`config.mk`:
```
export PLATFORM = sky130hd
export DESIGN_NAME = wb_port_arbiter
export DESIGN_NICKNAME = d
export VERILOG_FILES = /design/src/rtl/wb_pkg.sv /design/src/rtl/wb_hold_reg.sv /design/src/rtl/wb_port_arbiter.sv
export SDC_FILE = /design/constraint.sdc
export NUM_CORES = 1
export LEC_CHECK = 0
export BUFFER_PORTS_ARGS = -buffer_cell sky130_fd_sc_hd__buf_4
export CAP_MARGIN = 25
export CELL_PAD_IN_SITES_DETAIL_PLACEMENT = 0
export CELL_PAD_IN_SITES_GLOBAL_PLACEMENT = 1
export CORE_UTILIZATION = 25
export CTS_CLUSTER_SIZE = 14
export DETAILED_ROUTE_END_ITERATION = 7
export PLACE_DENSITY_LB_ADDON = 0.1
export SLEW_MARGIN = 10
export SYNTH_ARGS = -nofsm -noshare
export SYNTH_HDL_FRONTEND = slang
export SYNTH_SLANG_ARGS = --single-unit
```
`constraint.sdc`:
```
create_clock -name clk -period 4.6 [get_ports clk]
set_input_delay 0.69 -clock clk [delete_from_list [all_inputs] [get_ports clk]]
set_output_delay 0.69 -clock clk [all_outputs]
set_load 0.01 [all_outputs]
```
`src/rtl/wb_pkg.sv`:
```
// Shared encodings for the writeback path: writeback-mux selects and
// register-file write-port arbiter states.
package wb_pkg;

  localparam int WB_REGW = 5;

  typedef enum logic [1:0] {
    WB_MEM = 2'd0,
    WB_ALU = 2'd1,
    WB_PC4 = 2'd2
  } wb_sel_t;

  typedef enum logic [1:0] {
    ARB_EMPTY   = 2'd0,
    ARB_PENDING = 2'd1,
    ARB_FORCE   = 2'd2
  } arb_state_t;

endpackage

```
`src/rtl/wb_hold_reg.sv`:
```
// One-entry holding register for a long-latency result (rd + data).
// clear wins over load; both are cleared by the synchronous reset.
module wb_hold_reg #(
  parameter int DATAW = 32,
  parameter int REGW  = 5
) (
  input  logic             clk,
  input  logic             rst,
  input  logic             load,
  input  logic             clear,
  input  logic [REGW-1:0]  load_rd,
  input  logic [DATAW-1:0] load_data,
  output logic             valid,
  output logic [REGW-1:0]  rd,
  output logic [DATAW-1:0] data
);

  always_ff @(posedge clk) begin
    if (rst || clear) begin
      valid <= 1'b0;
      rd    <= '0;
      data  <= '0;
    end else if (load) begin
      valid <= 1'b1;
      rd    <= load_rd;
      data  <= load_data;
    end
  end

endmodule

```
`src/rtl/wb_port_arbiter.sv`:
```
// Arbitrates the single register-file write port between the WB stage and a
// long-latency unit. Define WB_LL_BYPASS_EN to let LL results skip the buffer
// when the port is idle.
//
// state       | meaning
// ARB_EMPTY   | buffer free, LL accepted, pipeline has the port
// ARB_PENDING | LL result buffered, waiting for a free port cycle
// ARB_FORCE   | buffered result starved, written now, pipeline stalled
module wb_port_arbiter
  import wb_pkg::*;
#(
  parameter int DATAW    = 32,
  parameter int REGW     = WB_REGW,
  parameter int MAX_WAIT = 4
) (
  input  logic             clk,
  input  logic             rst,
  input  logic             pipe_we,
  input  logic [REGW-1:0]  pipe_rd,
  input  logic [DATAW-1:0] pipe_data,
  output logic             pipe_stall,
  input  logic             ll_valid,
  input  logic [REGW-1:0]  ll_rd,
  input  logic [DATAW-1:0] ll_data,
  output logic             ll_ready,
  output logic             rf_we,
  output logic [REGW-1:0]  rf_waddr,
  output logic [DATAW-1:0] rf_wdata,
  output logic             pend_valid,
  output logic [REGW-1:0]  pend_rd
);

  localparam int CNTW = $clog2(MAX_WAIT + 1);

  arb_state_t state_q, state_d;
  logic [CNTW-1:0] cnt_q, cnt_d;

  logic pipe_wants, ll_keep;
  logic grant_pipe, grant_buf, grant_ll;
  logic hold_load, hold_clear;
  logic [REGW-1:0]  hold_rd;
  logic [DATAW-1:0] hold_data;

  assign pipe_wants = pipe_we & (pipe_rd != '0);
  assign ll_ready   = (state_q == ARB_EMPTY) & ~rst;
  // x0 results are accepted but never stored or written
  assign ll_keep    = ll_valid & ll_ready & (ll_rd != '0);

  always_comb begin
    state_d    = state_q;
    cnt_d      = cnt_q;
    grant_pipe = 1'b0;
    grant_buf  = 1'b0;
    grant_ll   = 1'b0;
    hold_load  = 1'b0;
    hold_clear = 1'b0;
    pipe_stall = 1'b0;
    case (state_q)
      ARB_EMPTY: begin
        cnt_d      = '0;
        grant_pipe = pipe_wants;
`ifdef WB_LL_BYPASS_EN
        if (ll_keep && !pipe_wants) begin
          grant_ll = 1'b1;
        end else if (ll_keep) begin
          hold_load = 1'b1;
          state_d   = ARB_PENDING;
        end
`else
        if (ll_keep) begin
          hold_load = 1'b1;
          state_d   = ARB_PENDING;
        end
`endif
      end
      ARB_PENDING: begin
        if (pipe_wants) begin
          grant_pipe = 1'b1;
          if (cnt_q != CNTW'(MAX_WAIT)) cnt_d = cnt_q + CNTW'(1);
          if (cnt_d == CNTW'(MAX_WAIT)) state_d = ARB_FORCE;
        end else begin
          grant_buf  = 1'b1;
          hold_clear = 1'b1;
          cnt_d      = '0;
          state_d    = ARB_EMPTY;
        end
      end
      ARB_FORCE: begin
        grant_buf  = 1'b1;
        hold_clear = 1'b1;
        pipe_stall = pipe_wants;
        cnt_d      = '0;
        state_d    = ARB_EMPTY;
      end
      default: begin
        cnt_d   = '0;
        state_d = ARB_EMPTY;
      end
    endcase
    if (rst) pipe_stall = 1'b0;
  end

  always_ff @(posedge clk) begin
    if (rst) begin
      state_q  <= ARB_EMPTY;
      cnt_q    <= '0;
      rf_we    <= 1'b0;
      rf_waddr <= '0;
      rf_wdata <= '0;
    end else begin
      state_q <= state_d;
      cnt_q   <= cnt_d;
      rf_we   <= grant_pipe | grant_buf | grant_ll;
      if (grant_pipe) begin
        rf_waddr <= pipe_rd;
        rf_wdata <= pipe_data;
      end else if (grant_buf) begin
        rf_waddr <= hold_rd;
        rf_wdata <= hold_data;
      end else if (grant_ll) begin
        rf_waddr <= ll_rd;
        rf_wdata <= ll_data;
      end else begin
        rf_waddr <= '0;
        rf_wdata <= '0;
      end
    end
  end

  wb_hold_reg #(
    .DATAW(DATAW),
    .REGW (REGW)
  ) u_hold (
    .clk      (clk),
    .rst      (rst),
    .load     (hold_load),
    .clear    (hold_clear),
    .load_rd  (ll_rd),
    .load_data(ll_data),
    .valid    (pend_valid),
    .rd       (hold_rd),
    .data     (hold_data)
  );

  assign pend_rd = hold_rd;

endmodule

```
-- Word level (Yosys, flattened, before mapping)
Cells that the tools add are included.
Widths: inputs -> output; s select.
- register bits after elaboration: 81
- input port bits: 78
- output and inout bits: 46
- word-level logic and storage cells: 48
- add/subtract/negate cells: 1
- equality and inequality tests: 6
- muxes and demuxes: 19
- bitwise operators: 8
- reductions and logical operators: 6
- operators by type and width (kind ; number):
    $mux 32 ; 2
    $mux 5 ; 2
    $reduce_bool 5->1 ; 2
    $mux 3 ; 3
    $mux 1 ; 6
    $mux 2 ; 3
    $ne 3x3->1 const B ; 2
    $and 1x1->1 ; 4
    $pmux 1 s2 ; 2
    $pmux 2 s2 ; 1
    $add 3x1->3 const B ; 1
    $eq 3x3->1 const B ; 1
    $not 1->1 ; 3
    $reduce_or 3->1 ; 1
    $eq 2x1->1 const B ; 1
    $eq 2x2->1 const B ; 1
    $logic_not 2->1 ; 1
    $ne 2x2->1 const B ; 1
    $reduce_and 2->1 ; 1
    $logic_or 1x1->1 ; 1
    $or 1x1->1 ; 1

-- Longest topological paths before layout
Gate-level depths: netlist (run 1).
- depth in word-level cells: 8
- gate-level depth with buffers: 9
- depth with buffers taken out: 6

-- By module
Synthesis (run 1) repeated with hierarchy kept, for this count alone.
- cells, all modules: 339
- area, all modules: 3205.6 um^2
- by module, submodules not included (module ; times used ; cells an instance ; area an instance (um^2)):
    wb_port_arbiter ; 1 ; 216 ; 1845.5
    wb_hold_reg ; 1 ; 123 ; 1360.1

-- Least setup slack after synthesis (run 1)
Ideal clock, no wire load.
- kind: input to output
- from: in pipe_rd[2]
- to: out pipe_stall
- arrival: 1.613 ns
- data required time: 3.910 ns
- path slack: 2.297 ns
- stages: 3
- buffers on the path: 0
- cell sequence: or4_4 o21a_1 and3b_1
- cells in the longest elaborated chain, start to end: 4
- RTL lines (item ; RTL line ; source):
    start, declared ; wb_port_arbiter.sv:19 ; input logic [REGW-1:0] pipe_rd,
    $reduce_bool 5->1 ; wb_port_arbiter.sv:44 ; assign pipe_wants = pipe_we & (pipe_rd != '0);
    $and 1x1->1 ; wb_port_arbiter.sv:44 ;
    $mux 1 ; wb_port_arbiter.sv:58 ; case (state_q)
    $mux 1 ; wb_port_arbiter.sv:100 ; if (rst) pipe_stall = 1'b0;
    end, declared ; wb_port_arbiter.sv:21 ; output logic pipe_stall,
No other way between the ends.

-- Final worst setup path (run 1)
- from: in pipe_rd[2]
- to: reg rf_wdata[11]
- cells in the longest elaborated chain, start to end: 6
- elaborated cells between the ends (all ways): 8
- classes of those cells: mux (6); bitwise (1); reduce/logical (1)
- RTL lines (item ; RTL line ; source):
    $reduce_bool 5->1 (*) ; wb_port_arbiter.sv:44 ;
    $and 1x1->1 (*) ; wb_port_arbiter.sv:44 ;
    $mux 1 ; wb_port_arbiter.sv:77 ; if (pipe_wants) begin
    $pmux 1 s2 ; wb_port_arbiter.sv:58 ;
    $mux 32 ; wb_port_arbiter.sv:117 ; end else if (grant_buf) begin
    $mux 32 (*) ; wb_port_arbiter.sv:114 ; if (grant_pipe) begin
    end signal, assigned ; wb_port_arbiter.sv:116 ; rf_wdata <= pipe_data;
    end signal, assigned ; wb_port_arbiter.sv:119 ; rf_wdata <= hold_data;
    end signal, assigned ; wb_port_arbiter.sv:122 ; rf_wdata <= ll_data;
    end, declared ; wb_port_arbiter.sv:28 ; output logic [DATAW-1:0] rf_wdata,
Every way passes the cells marked *; elsewhere a longest branch is shown, timed or not.
A chain may end at the register's enable or synchronous reset.

==> run_results.csv, run 1 <==
group,metric,value,unit
synth,synthesized_instance_count,375,
clock_network,clock_insertion_delay_worst_skew,0.33,ns
drt,first_pass_iters,4,
sta,tns,0,ns
sta,layout_worst_path_cycle_share,0.614,
synth,ys_dominant_reg_cell,"dfxtp_1",
critical_path,timing.setup.critical_path_class,"in2reg",
clock_network,clock_tree_from_tritoncts,"yes",
final_layout,nFillCells,1328,
final_layout,seq_area,1620,µm²
critical_path,path_max_fanout,38,
drt,antenna_left,0,
clock_network,root_buffer,"clkbuf_16",
synth,seq_area_frac_synth,0.528,
clock_network,cts_repair_resize_count,0,
final_layout,drive_gt1_frac,0.302,
drt,drt_iter0_drc,137,
drt,viasPerCell,4.36,
critical_path,timing.critical_path.slowest_cell_delay,0.60,ns
sta,layout_min_cycle_time,2.82,ns
synth,postSynth.asyncResetShare,0,
final_layout,finish.instance_area,4450,µm²
place,placed_cell_area,4110,µm²
critical_path,start_kind,"primary input",
final_layout,multiInputGateArea,1280,µm²
floorplan,io_pins,124,
clock_network,holdBufCountCts,0,
synth,post_synth_instance_area,3070,µm²
synth,synth.distinct_cells,31,
critical_path,slowest_stage,"a21o_1",
sta,worst_clock_skew,0.0111,ns
worst_hold_path,worstHoldStart,"u_hold.data[26]",
pwr,leakagePower,1.87,nW
sta,setup_viol,0,
place,detailed_place_hpwl,6060,µm
floorplan,dieHeight,113,µm
critical_path,endpoint_kind,"flop",
final_layout,n_antenna_cell,0,
clock_network,cts_max_level,3,
drt,drt-total-wl,8830,µm
final_layout,area_growth_syn_to_layout,45.0,%
sta,report.final.slew_viol_count,0,
worst_hold_path,hold_path_class,"reg2reg",
critical_path,crit_chain,"buf_4 -> or4_4 -> o221ai_4 -> buf_4 -> a21o_1 -> buf_4 -> a21oi_1",
floorplan,placementRows,40,
critical_path,worst_ep_arrival_time,3.03,ns
job,maxCapViolations,0,
sta,highest_clock_rate,354,MHz
pwr,power.ir.vdd_worst,0.229,mV
synth,yosysWarnings,0,
critical_path,worst_r2r_startpoint,"state_q[0]",
sta,report.final.hold_viol_count,0,
floorplan,start_util,0.256,
drt,routedWlPerCell,13.8,µm
synth,synth_seq_cells,81,
global_route,number_of_global_route_vias_before_repair,2760,
clock_network,cts-root-to-sink-buffers,2,
place,gpl_wtd_cong,0.706,
global_route,remaining_overflow_grt,0,
drt,drcViolationCount,0,
clock_network,cts_sinks,81,
sta,max_slew_margin,0.491,
status,status,"finished clean",
sta,tightest_slew,0.763,ns
floorplan,core_area,12000,µm²
global_route,number_of_antenna_violations_at_the_first_check_in_global_routing,0,
global_route,pin_count_of_the_biggest_net_entering_global_routing,39,
drt,via_count,2788,
clock_network,path_clk_slew,0.06,ns
critical_path,startpoint,"pipe_rd[2]",
critical_path,critical-path-top-cell-by-count,"buf_4",
global_route,grt_pass1_wl,14000,µm
synth,synth.avg_cell_area,8.19,µm²
sta,rsz_0062_raised_after_global_routing,"no",
final_layout,finish.net_count,572,
pwr,powerDensity,463,nW/µm²
floorplan,floorplan_die_area,12700,µm²
synth,mappedNetlistNets,459,
place,portBuffers,123,
critical_path,critPathRequiredTime,4.81,ns
floorplan,die_w,113,µm
clock_network,tritoncts.num_buffers,9,
synth,synth-edff-count,0,
clock_network,post-cts-setup-buffer-count,0,
global_route,grt_usage,0.145,
[logic make-up (layout without fill, tap and decap cells)]
kind of cell    Yosys count  in the layout  share of synthesized area
simple gates            165            165                      0.217
buf+inv                  32            150                     0.0664
fa+ha+maj                 6              6                     0.0244
flops                    81             81                      0.528
compound gates           90             90                      0.161
mux                       1              1                    0.00326
[per-stage QoR]
stage	hold WS, ns	utilization	instances	worst slack [ns]	total power, mW
after floorplan	0.434	-	375	2.30	1.08
after global placement	0.441	0.338	622	1.46	1.24
after detailed placement	0.447	0.342	624	1.35	1.26
after CTS	0.455	0.371	640	1.70	2.10
after global routing	0.469	0.371	640	1.59	2.18
final	0.453	0.371	640	1.78	2.06
[synth_stat cells (all sizes together), types with 3 or more instances]
master,n,area share
nand2,146,0.18
nor2,6,0.0073
ha,6,0.024
o21ai,5,0.0081
a21oi,74,0.12
inv,6,0.0073
clkbuf,3,0.0037
nand2b,3,0.0061
buf,23,0.055
dfxtp,81,0.53
[routing by layer]
layer	vias up	GRT usage	share of wire
li1	1447	-	-
met1	1251	0.189	0.48
met2	81	0.234	0.46
met3	9	0.0370	0.055
met4	0	0.0453	0.0087
met5	-	0	0
[layout make-up]
class,instances,area share
Sequential cell,81,0.364
Multi-Input combinational cell,262,0.287
Timing Repair Buffer,128,0.225
Clock buffer,10,0.0514
Tap cell,147,0.0413
Clock inverter,6,0.0258
Inverter,6,0.00506
[layout by cell type (no fill, tap or decap)]
| cell type | Yosys | routed |
|---|---|---|
| nor3b_1 | 1 | 1 |
| or4_4 | 1 | 1 |
| bufinv_16 | 0 | 3 |
| o21ai_1 | 3 | 1 |
| buf_16 | 0 | 2 |
| or3b_1 | 1 | 1 |
| dfxtp_1 | 81 | 81 |
| clkbuf_16 | 0 | 9 |
| o22ai_1 | 1 | 1 |
| inv_6 | 0 | 1 |
| and3b_1 | 2 | 2 |
| ha_1 | 6 | 6 |
| a22oi_1 | 2 | 2 |
| nand3b_1 | 1 | 1 |
| a311oi_1 | 1 | 1 |
| nand2b_1 | 3 | 3 |
| and3_1 | 1 | 1 |
| nor2_1 | 6 | 6 |
| clkinv_4 | 0 | 1 |
| o221a_2 | 1 | 1 |
| o211ai_2 | 1 | 1 |
| o21ai_4 | 0 | 2 |
| a221oi_1 | 1 | 1 |
| buf_4 | 7 | 126 |
| o21a_1 | 2 | 2 |
| o221ai_4 | 0 | 1 |
| nand2_1 | 146 | 146 |
| a21o_1 | 1 | 1 |
| nor3_1 | 2 | 2 |
| mux2i_1 | 1 | 1 |
| or4_1 | 1 | 1 |
| clkbuf_1 | 3 | 1 |
| a21oi_1 | 74 | 74 |
| o21ai_0 | 2 | 2 |
| inv_1 | 6 | 6 |
| clkinvlp_4 | 0 | 1 |
[critical path, delay by kind of cell]
family | cells | cell delay (ns)
buffers and inverters | 3 | 0.91
AND/OR/NAND/NOR | 1 | 0.58
AO/OA/AOI/OAI | 3 | 0.84
[power by group]
part	internal (mW)	switching, mW	total (mW)	leakage, nW
Combinational	0.180	0.254	0.434	1.05
Clock	0.534	0.297	0.831	0.163
Sequential	0.767	0.0279	0.795	0.659
Total	1.48	0.579	2.06	1.87
[state kept, by name (all words and copies together) (netlist names)]
| name | count |
|---|---|
| rf_waddr | 5 |
| rf_we | 1 |
| state_q | 2 |
| u_hold.rd | 5 |
| u_hold.valid | 1 |
| u_hold.data | 32 |
| rf_wdata | 32 |
| cnt_q | 3 |
[final timing paths]
path                          end  slack (ns)  cells after the start
setup / recovery     rf_wdata[11]        1.78                      7
setup reg to reg     rf_wdata[11]        2.04                      7
hold / removal    u_hold.data[26]        0.45                      2
hold reg to reg   u_hold.data[26]        0.45                      2
(Power assumes the default switching activity.)
==> run 2: changes to the inputs <==
- clock period: 4.6 -> 2.6 ns (I/O delays scaled with it)
==> run_results.csv, run 2 (same netlist as run 1, synthesis figures left out) <==
group,metric,value,unit
clock_network,clock_tree_from_tritoncts,"yes",
critical_path,critical-path-top-cell-by-count,"buf_4",
floorplan,floorplan_die_area,12700,µm²
pwr,combinational_cell_fraction_of_total_power,0.204,
clock_network,tritoncts.num_buffers,9,
status,status,"finished clean",
pwr,internal-power,2.75,mW
worst_hold_path,hold_path_class,"in2reg",
global_route,pin_count_of_the_biggest_net_entering_global_routing,38,
drt,drcViolationCount,0,
global_route,number_of_global_route_vias_before_repair,2762,
sta,report.final.slew_viol_count,0,
drt,via_count,2816,
pwr,power_switching,1.02,mW
global_route,grt_usage,0.143,
final_layout,most-common-layout-cells,"146 x nand2_1, 131 x buf_4, 81 x dfxtp_1",
final_layout,drive_gt1_frac,0.310,
pwr,leakagePower,1.90,nW
sta,layout_min_cycle_time,2.05,ns
critical_path,start_kind,"primary input",
global_route,grt_use_met2,0.238,
floorplan,placementRows,40,
final_layout,finish.net_count,576,
drt,first_pass_iters,4,
place,portBuffers,123,
sta,tightest_slew,0.827,ns
clock_network,clock_insertion_delay_worst_skew,0.33,ns
sta,layout_worst_path_cycle_share,0.789,
critical_path,top_delay_family_on_crit_path,"simple AND/OR/NAND/NOR gates",
drt,viasPerCell,4.37,
critical_path,crit_chain,"buf_4 -> or4_4 -> o21a_1 -> and3b_1 -> buf_4",
pwr,seqPwrFrac,0.374,
global_route,remaining_overflow_grt,0,
global_route,grt-busiest-layer,"met2",
global_route,grt.met1_usage,0.171,
floorplan,core_area,12000,µm²
job,maxCapViolations,0,
clock_network,holdBufCountCts,0,
sta,rsz_0062_raised_after_global_routing,"no",
floorplan,die_w,113,µm
place,detailed_place_hpwl,5960,µm
critical_path,worst_ep_arrival_time,1.66,ns
floorplan,start_util,0.256,
pwr,powerDensity,839,nW/µm²
sta,max_slew_margin,0.449,
sta,setup_viol,0,
final_layout,most_common_cell_after_layout_fill_and_taps_aside,"nand2_1",
floorplan,io_pins,124,
clock_network,post-cts-setup-buffer-count,0,
drt,drt-total-wl,8620,µm
clock_network,path_clk_slew,0.06,ns
final_layout,top_regs,"rf_wdata x32, u_hold.data x32",
final_layout,n_antenna_cell,0,
global_route,grt_pass1_wl,13900,µm
pwr,switching_power_as_a_share_of_total_power,0.270,
sta,highest_clock_rate,487,MHz
critical_path,critPathRequiredTime,2.21,ns
clock_network,cts_sinks,81,
sta,worst_clock_skew,0.00303,ns
pwr,clock_power_share,0.422,
drt,routedWlPerCell,13.4,µm
place,gpl_wtd_cong,0.696,
sta,tns,0,ns
clock_network,cts-root-to-sink-buffers,2,
drt,drt_iter0_drc,162,
floorplan,dieHeight,113,µm
pwr,power,3.76,mW
drt,antenna_left,0,
critical_path,reg2reg_slack,0.62,ns
critical_path,timing.critical_path.slowest_cell_delay,0.58,ns
sta,report.final.hold_viol_count,0,
critical_path,slowest_stage,"or4_4",
critical_path,critical_path_buf_inv_count,2,
final_layout,area_growth_syn_to_layout,46.1,%
global_route,number_of_antenna_violations_at_the_first_check_in_global_routing,0,
clock_network,root_buffer,"clkbuf_16",
sta,finalHoldWorstSlack,0.298,ns
pwr,power.ir.vdd_worst,0.303,mV
clock_network,cts_max_level,3,
global_route,groute.layer.met3.usage,0.0455,
critical_path,timing.setup.critical_path_class,"in2out",
clock_network,cts_repair_resize_count,0,
critical_path,endpoint_kind,"primary output",
critical_path,path_max_fanout,4,
[run 2: cell types whose count changed in the layout (fill, tap and decap cells not counted)]
cell | previous run | this run
clkbuf_8 | 0 | 1
buf_12 | 0 | 1
clkinv_4 | 1 | 0
clkbuf_1 | 1 | 0
buf_16 | 2 | 0
buf_4 | 126 | 131
bufinv_16 | 3 | 4
[run 2: power by group through the flow]
stage	Combinational (mW)	Sequential, mW	Clock (mW)
6_report	0.767	1.41	1.59
5_1_grt	0.858	1.42	1.69
4_1_cts	0.791	1.41	1.64
3_5_place_dp	0.788	1.43	0
3_3_place_gp	0.784	1.43	0
2_1_floorplan	0.448	1.46	0
[run 2: area by class of cell]
type,instances,area [µm²]
inverter,6,22.5
clock inverter,6,136
timing repair buffer,132,1000
tap,147,184
multi-input combinational,262,1280
fill,1289,7520
clock buffer,10,239
sequential,81,1620
[run 2: metrics by stage]
stage	utilization	setup WS, ns	area, µm²	instances
2_1_floorplan	-	0.849	3070	375
3_3_place_gp	0.342	0.524	4110	628
3_5_place_dp	0.342	0.519	4110	628
4_1_cts	0.374	0.542	4490	644
5_1_grt	0.374	0.435	4490	644
6_report	0.374	0.548	4490	644
[run 2: worst paths after layout]
check / cells after the start / startpoint / to
setup / recovery: 5 / pipe_rd[2] / pipe_stall
hold / removal: 3 / pipe_data[11] / rf_wdata[11]
setup reg to reg: 7 / state_q[1] / state_q[1]
hold reg to reg: 2 / u_hold.data[15] / u_hold.data[15]
[run 2: worst min-delay path, cell delays in order]
cell     delay (ns)
buf_4          0.11
nand2_1        0.04
a21oi_1        0.05
[run 2: routing by layer]
layer  routed length (µm)  up-vias
li1                     -     1452
met1                 3770     1266
met2                 4160       86
met3                  553       12
met4                  136        0
met5                    0        -
